--- config.mk ---
export PLATFORM = sky130hd
export DESIGN_NAME = axis_rr_arbiter
export DESIGN_NICKNAME = d
export VERILOG_FILES = /design/src/rtl/axis_rr_arbiter.sv
export SDC_FILE = /design/constraint.sdc
export NUM_CORES = 1
export LEC_CHECK = 0
export BUFFER_PORTS_ARGS = -buffer_cell sky130_fd_sc_hd__buf_2
export CORE_MARGIN = 3
export CORE_UTILIZATION = 41
export DETAILED_ROUTE_END_ITERATION = 7
export PLACE_DENSITY = 0.82
export REMOVE_ABC_BUFFERS = 1
export SLEW_MARGIN = 15
export SYNTH_ARGS = -nofsm -noshare
export SYNTH_HDL_FRONTEND = slang
export SYNTH_SLANG_ARGS = --single-unit
--- constraint.sdc ---
create_clock -name axis_aclk -period 4.2 [get_ports axis_aclk]
set_input_delay 0.42 -clock axis_aclk [delete_from_list [all_inputs] [get_ports axis_aclk]]
set_output_delay 0.42 -clock axis_aclk [all_outputs]
set_load 0.01 [all_outputs]
--- src/rtl/axis_rr_arbiter.sv ---
// axis_rr_arbiter: packet-level round-robin arbiter that shares one AXI-Stream
// master link among NUM_SRC upstream sources. A grant is held for a whole
// packet and released only on the accepted tlast beat, so packets never
// interleave. One IDLE cycle separates consecutive packets.
//
// Ports:
//   axis_aclk      clock, rising edge
//   axis_arst      synchronous active-high reset
//   s_axis_tdata   NUM_SRC*DATA_W source data, source i at [i*DATA_W +: DATA_W]
//   s_axis_tvalid  per-source valid
//   s_axis_tlast   per-source last
//   s_axis_tready  per-source ready (only the granted source sees m_axis_tready)
//   m_axis_tdata   output data (zero when not granted)
//   m_axis_tvalid  output valid
//   m_axis_tlast   output last (qualified by the granted source's valid)
//   m_axis_tready  downstream ready
//   grant_id       index of the granted source, 0 when not busy
//   busy           high while a packet is granted
//   pkt_count      (AXIS_ARB_PKT_CNT_EN only) 16-bit accepted-packet counter
//                  per source, source i at [i*16 +: 16]
//
// Optional feature macro: AXIS_ARB_PKT_CNT_EN adds the pkt_count output.

module axis_rr_arbiter #(
  parameter  int unsigned NUM_SRC = 3,
  parameter  int unsigned DATA_W  = 8,
  localparam int unsigned GRANT_W = $clog2(NUM_SRC)
) (
  input  logic                        axis_aclk,
  input  logic                        axis_arst,
  input  logic [NUM_SRC*DATA_W-1:0]   s_axis_tdata,
  input  logic [NUM_SRC-1:0]          s_axis_tvalid,
  input  logic [NUM_SRC-1:0]          s_axis_tlast,
  output logic [NUM_SRC-1:0]          s_axis_tready,
  output logic [DATA_W-1:0]           m_axis_tdata,
  output logic                        m_axis_tvalid,
  output logic                        m_axis_tlast,
  input  logic                        m_axis_tready,
  output logic [GRANT_W-1:0]          grant_id,
  output logic                        busy
`ifdef AXIS_ARB_PKT_CNT_EN
  ,
  output logic [NUM_SRC*16-1:0]       pkt_count
`endif
);

  localparam logic [GRANT_W-1:0] LAST_IDX = GRANT_W'(NUM_SRC - 1);

  // Two-bit encoding leaves room for illegal codes, which recover to IDLE.
  typedef enum logic [1:0] {
    ST_IDLE  = 2'b00,
    ST_GRANT = 2'b01
  } state_t;

  state_t               r_state;
  logic [GRANT_W-1:0]   r_grant;
  logic [GRANT_W-1:0]   r_last_grant;
  logic                 r_busy;

  logic                 w_req_any;
  logic                 w_found;
  logic [GRANT_W-1:0]   w_idx;
  logic [GRANT_W-1:0]   w_pick;

  logic [DATA_W-1:0]    w_tdata;
  logic                 w_tvalid;
  logic                 w_tlast;
  logic [NUM_SRC-1:0]   w_tready;
  logic                 w_accept_last;

  // Round-robin pick: first requester scanning upward from last_grant+1.
  always_comb begin
    w_req_any = |s_axis_tvalid;
    w_found   = 1'b0;
    w_idx     = '0;
    w_pick    = '0;
    for (int unsigned k = 1; k <= NUM_SRC; k++) begin
      w_idx = GRANT_W'((32'(r_last_grant) + k) % NUM_SRC);
      if (!w_found && s_axis_tvalid[w_idx]) begin
        w_found = 1'b1;
        w_pick  = w_idx;
      end
    end
  end

  // Zero-latency pass-through of the granted source; everything idle otherwise.
  always_comb begin
    w_tdata  = '0;
    w_tvalid = 1'b0;
    w_tlast  = 1'b0;
    w_tready = '0;
    if (r_state == ST_GRANT) begin
      for (int unsigned i = 0; i < NUM_SRC; i++) begin
        if (r_grant == GRANT_W'(i)) begin
          w_tdata     = s_axis_tdata[i*DATA_W +: DATA_W];
          w_tvalid    = s_axis_tvalid[i];
          w_tlast     = s_axis_tvalid[i] & s_axis_tlast[i];
          w_tready[i] = m_axis_tready;
        end
      end
    end
  end

  // w_tlast already carries the granted source's valid.
  assign w_accept_last = w_tlast & m_axis_tready;

  // Arbitration FSM.
  always_ff @(posedge axis_aclk) begin
    if (axis_arst) begin
      r_state      <= ST_IDLE;
      r_grant      <= '0;
      r_last_grant <= LAST_IDX;
      r_busy       <= 1'b0;
    end else begin
      case (r_state)
        ST_IDLE: begin
          if (w_req_any) begin
            r_grant <= w_pick;
            r_state <= ST_GRANT;
            r_busy  <= 1'b1;
          end
        end
        ST_GRANT: begin
          if (w_accept_last) begin
            r_last_grant <= r_grant;
            r_grant      <= '0;
            r_state      <= ST_IDLE;
            r_busy       <= 1'b0;
          end
        end
        default: begin
          r_state <= ST_IDLE;
          r_grant <= '0;
          r_busy  <= 1'b0;
        end
      endcase
    end
  end

  assign m_axis_tdata  = w_tdata;
  assign m_axis_tvalid = w_tvalid;
  assign m_axis_tlast  = w_tlast;
  assign s_axis_tready = w_tready;
  assign grant_id      = r_grant;
  assign busy          = r_busy;

`ifdef AXIS_ARB_PKT_CNT_EN
  logic [NUM_SRC*16-1:0] r_pkt_count;

  // Per-source accepted-packet counters, wrapping at 16 bits.
  always_ff @(posedge axis_aclk) begin
    if (axis_arst) begin
      r_pkt_count <= '0;
    end else if (w_accept_last) begin
      for (int unsigned i = 0; i < NUM_SRC; i++) begin
        if (r_grant == GRANT_W'(i)) begin
          r_pkt_count[i*16 +: 16] <= r_pkt_count[i*16 +: 16] + 16'd1;
        end
      end
    end
  end

  assign pkt_count = r_pkt_count;
`endif

endmodule

; Yosys cells after proc, flatten, opt, wreduce, memory -nomap -nowiden
; Cells that the tools add are included.
[totals]
in_bits = 33
wordCells = 66
ff_bits = 7
output_inout_bits = 16
[classes]
magnitude_cmp = 3
n_mux = 35
n_bitwise = 4
addsub = 3
n_reduce_logical = 9
eq_ne = 5
n_div = 3
[op_table]
columns = operator, n
row1 = "modulo 32 x 2 -> 32 bit, second input constant", 3
row2 = 2-to-1 mux 8 bit, 4
row3 = 2-to-1 mux 1 bit, 18
row4 = 2-to-1 mux 2 bit, 6
row5 = "less-than comparator 2 x 3 -> 1 bit, second input constant", 3
row6 = case mux 2 bit (2 select lines), 2
row7 = "adder 2 x 2 -> 3 bit, second input constant", 2
row8 = binary-select mux 1 bit (select 2 bit), 3
row9 = bitwise AND 1 bit, 4
row10 = "== test 2 x 1 -> 1 bit, second input constant", 2
row11 = logical NOT 2 bit, 2
row12 = "inequality test 2 bit, second input constant", 2
row13 = AND reduction 2 bit, 2
row14 = "adder 2 x 1 -> 3 bit, second input constant", 1
row15 = 2-to-1 mux 3 bit, 1
row16 = OR reduction 3 bit, 1
row17 = "== test 2 bit, second input constant", 1
row18 = logical AND 1 bit, 2
row19 = logical NOT 1 bit, 2
row20 = case mux 1 bit (2 select lines), 1

; Depth between registers and ports, before layout
[logic_depth]
depth_word = 13
mapped_depth = 6
depth_no_buf = 6

; Worst setup path before layout
; No wires, ideal clock.
[synth_timing]
kind = reg-to-output
from = reg r_grant[0] (netlist: grant_id[0])
to = out m_axis_tlast
path_stages_with_launch = 5
setup_slack_ns = 2.676
arrival_time_ns = 1.104
required_time_ns = 3.780
cell_sequence = dfxtp_1 buf_6 nand3b_1 a21o_1 a21boi_0
[synth_via]
elab_chain_len = 5
elab_cells_between_ends = 7
cone_classes = eq/ne: 2 / mux: 4 / reduce/logical: 1
[synth_rtl]
columns = element, line_no
row1 = "start, declared", 56  ; logic [GRANT_W-1:0] r_grant;
row2 = "start signal, assigned", 118  ; r_grant <= w_pick;
row3 = logical NOT 2 bit, 94  ; if (r_grant == GRANT_W'(i)) begin
row4 = 2-to-1 mux 1 bit (2 in series), 94
row5 = 2-to-1 mux 1 bit *, 94
row6 = 2-to-1 mux 1 bit *, 92  ; if (r_state == ST_GRANT) begin
row7 = "end, declared", 37  ; output logic m_axis_tlast,
; Every way passes the cells marked *; elsewhere a longest branch is shown, timed or not.

; Worst setup path after layout
[layout_timing]
from = reg r_grant[1] (netlist: grant_id[1])
to = out m_axis_tlast
; Same word-level chain as after synthesis.

==> impl_summary.log <==
INFO  metric power_density = 199 mW/mm²
INFO  metric cts_inserted_buffers = 3
INFO  metric buffer_ports.inserted = 48
INFO  metric filler_cell_count = around 120
INFO  metric route.detailed.wl_per_inst = 12.0 µm
INFO  metric gp_routability_congestion = 0.826
INFO  metric min-delay-path-class = input pin to flop
INFO  metric ff_latch_area = 100 µm²
INFO  metric ctsHoldBuffers = 0
INFO  metric multiInputGateArea = between 400 and 500 µm²
INFO  metric status = complete, no violations
INFO  metric global_route_wire_length_before_repair = 2630 µm
INFO  metric floorplan.die_area = 0.00203 mm²
INFO  metric firstDrtPassIters = 4
INFO  metric max_slew_margin = 0.539
INFO  metric drc = 0
INFO  metric vias = between 700 and 800
INFO  metric die_h = 45.1 µm
INFO  metric avgSynthCellArea = 7.27 µm²
INFO  metric final_stage_net_count = 169
INFO  metric drt-initial-drc-count = 4
INFO  metric postSynthRegisterBits = 5
INFO  metric insertedDiodeCount = 0
INFO  metric post_synthesis_cell_area = approximately 630 µm²
INFO  metric fin_crit_sh = 0.575
INFO  metric yosys.area.top_type_share = 0.160
INFO  metric die_width = about 45 µm
INFO  metric ir_worst_vdd = about 0.00018 V
INFO  metric synth_top_cells_by_area = sky130_fd_sc_hd__dfxtp_1 16%, sky130_fd_sc_hd__mux2i_1 16%, sky130_fd_sc_hd__and2_1 9.0%
INFO  metric category_of_the_critical_setup_timing_path = flop to primary output
INFO  metric post_cts.repair.setup_buffers = 0
INFO  metric post_route_cells_drive_above_1_share = 0.391
INFO  metric worstHoldPathCells = 2
INFO  metric core_region_area = 0.00137 mm²
INFO  metric cts_tree = done
INFO  metric cellLeakagePower = around 0.42 nW
INFO  metric h-tree-depth = 1
INFO  metric synth_enable_flop_cells = 0
INFO  metric path_clk_slew = ~0.050 ns
INFO  metric cap_viol_max_count = 0
INFO  metric launching_element_type_of_the_critical_path = flop
INFO  metric synthesis.instances = 86
INFO  metric hold_viol = 0
INFO  metric cts.path.max_buffers = 2
INFO  metric synth_area_leader_cell = sky130_fd_sc_hd__dfxtp_1
INFO  metric cts-resized-gates = 0
INFO  metric grt_max_degree = 18
INFO  metric critical_path.max_fanout = 16
INFO  metric antenna_found_initial = 0
INFO  metric worst_ep_arrival_time = around 2.0 ns
INFO  metric start_util = 0.458
INFO  metric drtAntennaViolNets = 0
INFO  metric cts.root.buffer_cell = sky130_fd_sc_hd__clkbuf_4
INFO  metric period_minus_slack = about 2.4 ns
INFO  metric final_area = between 800 and 900 µm²
INFO  metric yosysSeqAreaShare = 0.160
INFO  metric placement_rows = 13
INFO  metric worst_pin_slew = approximately 0.69 ns
INFO  metric totalWireLength = 1780 µm
INFO  metric areaGrowthSynthToFinish = 40.0%
INFO  metric vias_in_the_first_global_route = ~680
INFO  metric grt_setup_unrepaired = no
INFO  metric cp-end-kind = primary output
INFO  metric postSynth.topFlopCell = sky130_fd_sc_hd__dfxtp_1
INFO  metric clock_insertion_delay_worst_skew = 0.25 ns
INFO  metric ioPinCount = 49
INFO  metric placed_cell_area = ~850 µm²
INFO  metric async_reset_ff_frac = 0
INFO  metric worstRegToRegCells = 4
INFO  metric slew_violations = 0
INFO  metric grt-ovfl-total = 0
INFO  metric dp_hpwl = 1420 µm
INFO  metric clock_skew = ~0.010 ns
INFO  metric finalSetupViolCount = 0
INFO  metric fmax = 414 MHz
INFO  metric worst-endpoint-required = 3.78 ns
INFO  metric fin_setup_tns = 0 ns
INFO  metric clock_sinks = 5
INFO  metric synth_warnings = 0
INFO  metric drt-vias-per-instance = between 5 and 6
INFO  metric distinct_cell_type_count_after_synthesis = 29
INFO  metric grt_use_total = 0.169
-- metal layers --
layer | routed length (µm) | up-vias | global-route usage
met5 | 0 | - | 0
met4 | 0 | 0 | 0.0292
met3 | 264 | 0 | 0.0637
met2 | 818 | 43 | 0.314
met1 | 693 | 329 | 0.181
li1 | - | 403 | -
-- kinds of logic after synthesis --
logic type      Yosys count  synth area share
compound gates           20             0.192
fa+ha+maj                 3            0.0560
buf+inv                   9            0.0800
flops                     5             0.160
mux                      10             0.160
simple gates             39             0.352
-- cell usage in the layout (no fill, tap or decap), types with 3 or more instances in the layout --
cell,n
sky130_fd_sc_hd__a21oi_1,4
sky130_fd_sc_hd__and2_1,9
sky130_fd_sc_hd__buf_2,48
sky130_fd_sc_hd__clkbuf_4,3
sky130_fd_sc_hd__dfxtp_1,5
sky130_fd_sc_hd__inv_1,4
sky130_fd_sc_hd__mux2i_1,10
sky130_fd_sc_hd__nand2_1,10
sky130_fd_sc_hd__nor3_1,3
sky130_fd_sc_hd__nor3b_1,3
sky130_fd_sc_hd__o21ai_0,9
-- cells in the mapped netlist (3+ instances only) --
| library cell | instances |
|---|---|
| sky130_fd_sc_hd__dfxtp_1 | 5 |
| sky130_fd_sc_hd__nor3b_1 | 3 |
| sky130_fd_sc_hd__o21ai_0 | 9 |
| sky130_fd_sc_hd__mux2i_1 | 10 |
| sky130_fd_sc_hd__a21oi_1 | 4 |
| sky130_fd_sc_hd__and2_1 | 9 |
| sky130_fd_sc_hd__inv_1 | 4 |
| sky130_fd_sc_hd__nand2_1 | 10 |
| sky130_fd_sc_hd__nor3_1 | 3 |
-- per-stage QoR --
| step | cells | hold slack [ns] | power, mW | util | setup WS (ns) |
|---|---|---|---|---|---|
| after floorplan | 81 | 0.489 | 0.0872 | - | 2.25 |
| after global placement | 144 | 0.528 | 0.118 | 0.622 | 2.14 |
| after detailed placement | 144 | 0.566 | 0.119 | 0.622 | 2.06 |
| after CTS | 148 | 0.411 | 0.177 | 0.641 | 1.78 |
| after global routing | 148 | 0.433 | 0.189 | 0.641 | 1.57 |
| final | 148 | 0.419 | 0.174 | 0.641 | 1.78 |
-- critical path, cell delays in order (launching register included) --
cell and delay (ns):
sky130_fd_sc_hd__dfxtp_1 0.59, sky130_fd_sc_hd__nor2b_1 0.63, sky130_fd_sc_hd__nand3_2 0.18, sky130_fd_sc_hd__a21boi_0 0.20
sky130_fd_sc_hd__buf_2 0.15
-- where the power goes --
| part | switching (mW) | total [mW] | internal [mW] |
|---|---|---|---|
| clock | 0.0205 | 0.0565 | 0.0360 |
| sequential | 0.00728 | 0.0571 | 0.0498 |
| combinational | 0.0277 | 0.0609 | 0.0332 |
| total | 0.0555 | 0.174 | 0.119 |
-- area by class of cell --
type | count | area share
multi-input cells | 72 | 0.543
repair buffers | 48 | 0.274
flip-flops and latches | 5 | 0.114
clock buffers | 4 | 0.0300
well taps | 15 | 0.0214
inverters | 4 | 0.0171
-- final timing paths --
path / startpoint / to / slack (ns)
setup / recovery: grant_id[1] / m_axis_tlast / 1.78
hold / removal: axis_arst / grant_id[1] / 0.42
setup reg to reg: grant_id[1] / grant_id[0] / 2.32
hold reg to reg: r_last_grant[1] / r_last_grant[1] / 0.56
-- sequential cells by signal (all words and copies together), names as in the netlist --
signal,flops
busy,1
grant_id,2
r_last_grant,2
(Power assumes the default switching activity.)
